### src/rtl/ring_phase_tracker.sv
// ring_phase_tracker
// Watches a one-hot ring counter. Each cycle it checks that the ring moved
// by exactly one position to the left, turns the set bit into a binary phase
// index, declares lock after LOCK_CNT good steps in a row, and raises a sticky
// error if the ring is corrupted while locked.
//
// Optional feature macro: RING_REV_CNT_EN
//   defined   : revolution counter (rev_cnt) and revolution pulse (rev_pulse)
//   undefined : rev_cnt and rev_pulse are tied to 0 and have no flops
//
// Sample classes (exactly one applies to each ring_in sample):
//   good : ring_in one-hot, prev one-hot, ring_in == rotl(prev)
//   hold : ring_in one-hot and equal to prev (upstream ring stalled or in reset)
//   seed : ring_in one-hot, prev not one-hot (first sample after reset)
//   bad  : anything else (zero, multi-hot, or a one-hot value that jumped)
// Hold and seed leave the FSM and the good-step counter untouched.
module ring_phase_tracker #(
  parameter int WIDTH    = 4,
  parameter int LOCK_CNT = 3,
  parameter int REV_W    = 8
) (
  input  logic                       clk,
  input  logic                       rstn,
  input  logic [WIDTH-1:0]           ring_in,
  input  logic                       clr,
  output logic [$clog2(WIDTH)-1:0]   phase,
  output logic                       phase_vld,
  output logic                       locked,
  output logic                       err,
  output logic [REV_W-1:0]           rev_cnt,
  output logic                       rev_pulse
);

  localparam int PW = $clog2(WIDTH);

  typedef enum logic [1:0] {
    HUNT   = 2'd0,
    LOCKED = 2'd1,
    ERROR  = 2'd2
  } state_t;

  typedef enum logic [1:0] {
    CLS_GOOD = 2'd0,
    CLS_HOLD = 2'd1,
    CLS_SEED = 2'd2,
    CLS_BAD  = 2'd3
  } cls_t;

  // FSM state is kept in a named register so checkers can bind to it directly.
  state_t           state_q;
  state_t           state_d;
  logic [3:0]       good_cnt_q;
  logic [3:0]       good_cnt_d;
  logic [WIDTH-1:0] prev;
  logic [WIDTH-1:0] rotl_prev;
  logic             in_oh;
  logic             prev_oh;
  cls_t             cls;
  logic             err_set;
  logic [PW-1:0]    phase_idx;

  assign rotl_prev = {prev[WIDTH-2:0], prev[WIDTH-1]};
  assign in_oh     = $onehot(ring_in);
  assign prev_oh   = $onehot(prev);

  // Classify the current sample against the previous one.
  always_comb begin
    cls = CLS_BAD;
    if (in_oh && prev_oh && (ring_in == rotl_prev)) begin
      cls = CLS_GOOD;
    end else if (in_oh && (ring_in == prev)) begin
      cls = CLS_HOLD;
    end else if (in_oh && !prev_oh) begin
      cls = CLS_SEED;
    end
  end

  // Encode the set bit of ring_in; only used when ring_in is one-hot.
  always_comb begin
    phase_idx = '0;
    for (int i = 0; i < WIDTH; i++) begin
      if (ring_in[i]) begin
        phase_idx = PW'(i);
      end
    end
  end

  // Next-state logic: lock after LOCK_CNT good steps, error exits through a
  // single ERROR cycle whose sample is ignored.
  always_comb begin
    state_d    = state_q;
    good_cnt_d = good_cnt_q;
    err_set    = 1'b0;
    case (state_q)
      HUNT: begin
        if (cls == CLS_GOOD) begin
          if (good_cnt_q + 4'd1 == 4'(LOCK_CNT)) begin
            state_d    = LOCKED;
            good_cnt_d = '0;
          end else begin
            good_cnt_d = good_cnt_q + 4'd1;
          end
        end else if (cls == CLS_BAD) begin
          good_cnt_d = '0;
        end
      end
      LOCKED: begin
        if (cls == CLS_BAD) begin
          state_d = ERROR;
          err_set = 1'b1;
        end
      end
      ERROR: begin
        state_d    = HUNT;
        good_cnt_d = '0;
      end
      default: begin
        state_d    = HUNT;
        good_cnt_d = '0;
      end
    endcase
  end

  // State and good-step counter registers.
  always_ff @(posedge clk or negedge rstn) begin
    if (!rstn) begin
      state_q    <= HUNT;
      good_cnt_q <= '0;
    end else begin
      state_q    <= state_d;
      good_cnt_q <= good_cnt_d;
    end
  end

  // Previous sample, the reference for the rotation check.
  always_ff @(posedge clk or negedge rstn) begin
    if (!rstn) begin
      prev <= '0;
    end else begin
      prev <= ring_in;
    end
  end

  // Phase follows every one-hot sample and holds across invalid ones.
  always_ff @(posedge clk or negedge rstn) begin
    if (!rstn) begin
      phase     <= '0;
      phase_vld <= 1'b0;
    end else begin
      phase_vld <= in_oh;
      if (in_oh) begin
        phase <= phase_idx;
      end
    end
  end

  // Sticky error: a new error event wins over a simultaneous clear.
  always_ff @(posedge clk or negedge rstn) begin
    if (!rstn) begin
      err <= 1'b0;
    end else if (err_set) begin
      err <= 1'b1;
    end else if (clr) begin
      err <= 1'b0;
    end
  end

  assign locked = (state_q == LOCKED);

`ifdef RING_REV_CNT_EN
  logic rev_event;

  // A revolution is the MSB-to-bit0 wrap seen as a good step while locked.
  assign rev_event = (state_q == LOCKED) && (cls == CLS_GOOD) && ring_in[0];

  // Revolution counter and pulse; clear wins over a simultaneous increment
  // but the pulse still fires.
  always_ff @(posedge clk or negedge rstn) begin
    if (!rstn) begin
      rev_cnt   <= '0;
      rev_pulse <= 1'b0;
    end else begin
      rev_pulse <= rev_event;
      if (clr) begin
        rev_cnt <= '0;
      end else if (rev_event) begin
        rev_cnt <= rev_cnt + 1'b1;
      end
    end
  end
`else
  assign rev_cnt   = '0;
  assign rev_pulse = 1'b0;
`endif

endmodule

### config.mk
export PLATFORM = sky130hd
export DESIGN_NAME = ring_phase_tracker
export DESIGN_NICKNAME = d
export VERILOG_FILES = /design/src/rtl/ring_phase_tracker.sv
export SDC_FILE = /design/constraint.sdc
export NUM_CORES = 1
export LEC_CHECK = 0
export ABC_CLOCK_PERIOD_IN_PS = 2900
export BUFFER_PORTS_ARGS = -buffer_cell sky130_fd_sc_hd__clkbuf_2
export CORE_UTILIZATION = 47
export DETAILED_ROUTE_END_ITERATION = 10
export GPL_TIMING_DRIVEN = 0
export PLACE_DENSITY = 0.73
export SLEW_MARGIN = 20
export SYNTH_ARGS = -nofsm -noshare
export SYNTH_HDL_FRONTEND = slang
export SYNTH_SLANG_ARGS = --single-unit
### constraint.sdc
create_clock -name clk -period 2.9 [get_ports clk]
set_input_delay 0.145 -clock clk [delete_from_list [all_inputs] [get_ports clk]]
set_output_delay 0.145 -clock clk [all_outputs]
set_load 0.05 [all_outputs]
# Word level (Yosys, flattened, before mapping)
# Cells that the tools add are included.
[word_totals] ff_bits=14 latchBits=0 mem_bits_rw=0 romBits=0 in_bits=7 n_memories=0
[op_classes] n_addsub=7 mul=0 div=0 order_cmp=0 n_eq_ne=11 shift=0 mux=18 bitwise_logic=1 n_reduce_logical=10
[op_table] operator="$mux W2" n=7
[op_table] operator="$mux W4" n=3
[op_table] operator="$add A1 B1 Y2" n=4
[op_table] operator="$eq A4 B4 Y1" n=2
[op_table] operator="$pmux W4 S2" n=1
[op_table] operator="$add A2 B2 Y3" n=2
[op_table] operator="$eq A3 B1 Y1 const B" n=2
[op_table] operator="$mux W1" n=6
[op_table] operator="$add A4 B1 Y4 const B" n=1
[op_table] operator="$eq A4 B2 Y1 const B" n=1
[op_table] operator="$logic_and A1 B1 Y1" n=4
[op_table] operator="$logic_not A2 Y1" n=2
[op_table] operator="$ne A2 B2 Y1 const B" n=2
[op_table] operator="$pmux W2 S2" n=1
[op_table] operator="$ne A3 B3 Y1 const B" n=1
[op_table] operator="$reduce_and A3 Y1" n=1
[op_table] operator="$eq A2 B1 Y1 const B" n=1
[op_table] operator="$eq A2 B2 Y1 const B" n=1
[op_table] operator="$ne A2 B1 Y1 const B" n=1
[op_table] operator="$reduce_and A2 Y1" n=1
[op_table] operator="$reduce_bool A2 Y1" n=1
[op_table] operator="$logic_not A1 Y1" n=1
[op_table] operator="$not A1 Y1" n=1

# Depth between registers and ports, before layout
[depth] ltp_word=12 ltp_mapped=13 mapped_depth_nobuf=13

# Worst setup path before layout
# Ideal clock, no wire load.
[synth_path] path_type="reg2reg" startpoint="register prev[0]" endpoint="register good_cnt_q[1]" arrival_time_ns=3.175 required_ns=2.822 slack_ns=-0.352 path_stages_with_launch=13 n_path_buf=0 period_less_slack_ns=3.252 path_cell_list="dfrtp_1 -> inv_1 -> fa_1 -> inv_1 -> ha_1 -> ha_1 -> nor3b_1 -> and4_1 -> o21ai_0 -> ha_1 -> or2_2 -> or4b_1 -> a21oi_1"
[synth_between] elab_chain_cells=11 elab_cells_between_ends=19 classes_between="add/sub: 2; eq/ne: 5; mux: 5; reduce/logical: 7"
[synth_rtl] element="start, declared" line_no="54" rtl="logic [WIDTH-1:0] prev;"
[synth_rtl] element="start signal, assigned" line_no="140" rtl="prev <= ring_in;"
[synth_rtl] element="$add A1 B1 Y2 (implied by the code)" line_no="64" rtl="assign prev_oh = $onehot(prev);"
[synth_rtl] element="$add A2 B2 Y3 (implied by the code)" line_no="64"
[synth_rtl] element="$eq A3 B1 Y1" line_no="64"
[synth_rtl] element="$logic_not A1 Y1" line_no="73" rtl="end else if (in_oh && !prev_oh) begin"
[synth_rtl] element="$logic_and A1 B1 Y1" line_no="73"
[synth_rtl] element="$mux W1" line_no="73"
[synth_rtl] element="$mux W2" line_no="71" rtl="end else if (in_oh && (ring_in == prev)) begin"
[synth_rtl] element="$mux W2 *" line_no="69" rtl="if (in_oh && prev_oh && (ring_in == rotl_prev)) begin"
[synth_rtl] element="$eq A2 B2 Y1 or $logic_not A2 Y1 (tied branches)" line_no="103, 96"
[synth_rtl] element="$ne A3 B3 Y1 (no source line) or $mux W4 (tied branches)"
[synth_rtl] element="$reduce_and A2 Y1 (no source line) or $pmux W4 S2 (tied branches)"
[synth_rtl] element="end signal, assigned" line_no="131" rtl="good_cnt_q <= good_cnt_d;"
[synth_rtl] element="end, declared" line_no="52" rtl="logic [3:0] good_cnt_q;"
# Every way passes the cells marked *; elsewhere a longest branch is shown, timed or not.
# A chain may end at the register's enable or synchronous reset.

# Final worst setup path
# Same ends and word-level chain as after synthesis.

==> impl_summary.md <==
Layout
The number of antenna diodes in the final layout is 0. The fill cell instance count of the final layout is 139. In the final design database the tool counted 149 nets. The layout overhead on the synthesized area is 31.9%. The utilization after layout is 0.695.

The final non-filler cell total is 156. The layout cell share with drive strength beyond 1 is 0.382.

Yosys
In this run, synthesis inferred 0 flip-flops with an integrated enable. The average instance in the mapped netlist occupies 9.69 sq um. The share of the Yosys chip area taken by registers is 0.369. The main combinational cell family by area after synthesis is simple AND/OR/NAND/NOR gates.

The unique cell type count in the Yosys netlist is 30. After synthesis the cells add up to 950 sq um. The post-synthesis sequential element count is 14. The portion of synthesized area spent on multiplexers is 0.0119. The area fraction in compound gates after synthesis is 0.105. Of the total synthesized cell area, the portion taken by full adders, half adders and majority gates is 0.148. The area fraction in and, or, nand and nor cells after synthesis is 0.166. After synthesis, the share of flip-flops with an asynchronous set or reset is 1.00. The dominant synthesized flop cell is sky130_fd_sc_hd__dfrtp_1. The Yosys step of the flow raised 0 warnings. The synthesized-area fraction occupied by xor and xnor cells is 0.0738. Counting every instance in the synthesized netlist gives 98.

Global route
The first global-routing pass estimated 3.14 mm of wire. The met1 global-route usage is 0.243. The number of antenna violations at the first check in global routing is 0.

Entering global routing, the biggest net connects 15 pins. For this run, global-route usage on met3 was measured as 0.0231. In the global route stage, met2 resource usage came out at 0.361. The via count of the first global-routing pass is 744. Global routing finished with a remaining overflow of 0. Across every metal layer, demand over resource in global routing totals 0.210. The most heavily used metal layer in global routing is met2.

Clock network
The clock sink total is 14. The depth of the CTS H-tree is 1. The worst-skew pair later-pin latency is 0.28 ns. Clock-pin slew was measured on the worst setup and hold paths at 0.08 ns.

The number of clock buffers added by TritonCTS is 3. The maximum clock path buffer count is 2. The TritonCTS clock tree is yes. Clock tree synthesis selected as its root buffer the cell sky130_fd_sc_hd__clkbuf_4.

Min path
The min-delay analysis places its worst path in the category primary input to flop.

Detailed routing
The detailed router placed 788 vias in this run. In the final routed layout, each cell accounts on average for 12.5 um. The first routing iteration left 11 violations. For this run, design rule violations remaining after detail routing come to 0.

After detailed routing, the number of vias per cell comes to 5.05. The aggregate routed wire length is 1.95 mm. The first-pass iteration count of the detailed router is 4. The number of nets with antenna violations after detailed routing is 0.

Power
Dividing total power by cell area gives a power density of 475 mW/mm^2. The worst-case IR drop observed on VDD is 0.377 mV. In this run the static leakage power is 0.000659 uW. After layout, the design draws a total of 595 uW.

Critical path
The worst setup path is launched from a flop. The critical path required time is 3.11 ns. The worst setup path is of the flop to flop kind. The maximum fanout along the worst path is 3. The kind of end point of the critical path is a flop. The data arrival time of the critical path is 3.35 ns.

Floorplanning
The number of placement rows is 15. For this design the top-level I/O count stands at 21. The starting density of the core is 0.527. The die covers 0.00220 sq mm. The y dimension of the die is 47.0 um.

The width of the chip is 47.0 um. The total area inside the core boundary comes to 0.00180 sq mm.

Timing
The final worst-path setup slack is -0.240 ns. The shortest clock period the worst path allows after layout is 3.14 ns. Setup repair after global routing could not meet its margin everywhere. The actual transition at the worst max-transition pin is 0.657 ns. The worst slew slack as a fraction of its limit is 0.558. Setup violations remaining at the end of the flow were counted as 4.

Hold is met by 0.0338 ns. The number of hold-slack violations in the final timing report is 0. The clock arrives with 0.00559 ns of skew. The period utilization is 1.08.

The final max-slew violation count came to 0. The timing-limited maximum frequency is 0.318 GHz. For the final routed database, the setup TNS stands at -0.714 ns.

Place
The estimated wirelength of the detail-placed design is 1.33 mm. The final estimated routing congestion in global placement is 0.770. In this run, placement finished with an instance count of 142. Port buffering added 11 buffers.

Job
Across the run, the number of max-cap violations was 0.

Run status
The final reports fail on setup timing. The flow ran to the end, but the final reports show violations.
==> sequential cells by signal, summed over array words and instances, names as in the netlist <==
register    cells
err             1
good_cnt_q      4
phase           2
phase_vld       1
prev            4
state_q         2
==> stage by stage <==
stage | setup slack, ns | area [sq um]
after floorplan | -0.207 | 990
after global placement | -0.332 | 1080
after detailed placement | -0.432 | 1080
after CTS | -0.271 | 1210
after global routing | -0.375 | 1250
final | -0.240 | 1250
==> report_power, final <==
| part | leakage (uW) | internal (uW) | total, uW | switching, uW |
|---|---|---|---|---|
| clock | 0.0000210 | 76.5 | 137 | 60.5 |
| combinational | 0.000460 | 89.2 | 237 | 148 |
| sequential | 0.000179 | 212 | 221 | 9.05 |
| total | 0.000659 | 377 | 595 | 217 |
==> kinds of logic after synthesis <==
group / Yosys count
DFF: 14
buffers and inverters: 22
other: 1
AOI/OAI and AO/OA: 16
adders and majority gates: 10
muxes: 1
and+or+nand+nor: 26
xor gates and xnor gates: 8
==> placed cells by master, fill, tap and decap left out, drive strengths merged <==
master / n
nand3: 2
o21ai: 4
or2: 1
o21a: 2
or4b: 2
o31ai: 1
a21o: 2
buf: 18
ha: 8
dlygate4sd3: 1
nand2: 4
and2: 1
nor2: 6
nor2b: 2
a21oi: 5
fa: 2
xnor2: 2
a32o: 1
inv: 13
and4: 1
nor4: 1
and3b: 1
nor3b: 2
dfrtp: 14
a21boi: 1
mux2: 1
or3: 2
clkbuf: 15
conb: 9
nand4b: 1
xor2: 6
==> per-layer routing <==
metal,vias to the layer above,share of wire
met4,0,0.056
met3,11,0.031
met2,24,0.51
met5,-,0
li1,375,-
met1,378,0.41
==> Yosys cell counts, types with 2 or more instances <==
library cell / number / area [sq um]
sky130_fd_sc_hd__xnor2_1: 2 / 17.5
sky130_fd_sc_hd__inv_1: 13 / 48.8
sky130_fd_sc_hd__a21oi_1: 5 / 25.0
sky130_fd_sc_hd__ha_1: 8 / 100
sky130_fd_sc_hd__buf_4: 9 / 67.6
sky130_fd_sc_hd__a21o_1: 2 / 15.0
sky130_fd_sc_hd__xor2_1: 6 / 52.6
sky130_fd_sc_hd__nand2_1: 4 / 15.0
sky130_fd_sc_hd__fa_1: 2 / 40.0
sky130_fd_sc_hd__or3_1: 2 / 12.5
sky130_fd_sc_hd__nor2_1: 6 / 22.5
sky130_fd_sc_hd__o21a_1: 2 / 15.0
sky130_fd_sc_hd__nand3_1: 2 / 10.0
sky130_fd_sc_hd__nor2b_1: 2 / 12.5
sky130_fd_sc_hd__o21ai_0: 4 / 20.0
sky130_fd_sc_hd__or4b_1: 2 / 20.0
sky130_fd_sc_hd__dfrtp_1: 14 / 350
==> final timing paths <==
check	slack, ns	to	depth (start not counted)	from
min in group asynchronous	0.31	phase[0]	2	rstn
max in group asynchronous	2.33	good_cnt_q[1]	2	rstn
max reg2reg	-0.24	good_cnt_q[1]	12	prev[0]
min reg2reg	0.49	err	1	err
min	0.03	prev[0]	1	ring_in[0]
max	-0.24	good_cnt_q[1]	12	prev[0]
==> critical path, cell delays in order (launching register included) <==
cell	delay, ns
sky130_fd_sc_hd__dfrtp_1	0.37
sky130_fd_sc_hd__inv_2	0.05
sky130_fd_sc_hd__fa_1	0.52
sky130_fd_sc_hd__inv_1	0.04
sky130_fd_sc_hd__ha_2	0.17
sky130_fd_sc_hd__ha_4	0.22
sky130_fd_sc_hd__nor3b_4	0.18
sky130_fd_sc_hd__and4_4	0.28
sky130_fd_sc_hd__o21ai_2	0.05
sky130_fd_sc_hd__ha_1	0.33
sky130_fd_sc_hd__or2_4	0.24
sky130_fd_sc_hd__or4b_4	0.49
sky130_fd_sc_hd__a21oi_2	0.12
==> area by class of cell <==
cell class / count / area, sq um / area share
buffer: 9 / 67.6 / 0.0539
inverter: 13 / 48.8 / 0.0390
timing repair buffer: 21 / 136 / 0.109
multi-input combinational: 70 / 582 / 0.465
clock buffer: 4 / 36.3 / 0.0290
sequential: 14 / 350 / 0.280
tap: 25 / 31.3 / 0.0250
==> repair_timing <==
action | CTS | global route
endpoints found under the hold margin | 14 | 0
resized for setup | 11 | 6
pin swaps | 6 | 6
setup buffers | 7 | 2
hold buffers | 1 | 0
setup endpoints to repair | 4 | 4
Note: power is estimated with default switching activity, not from simulation.
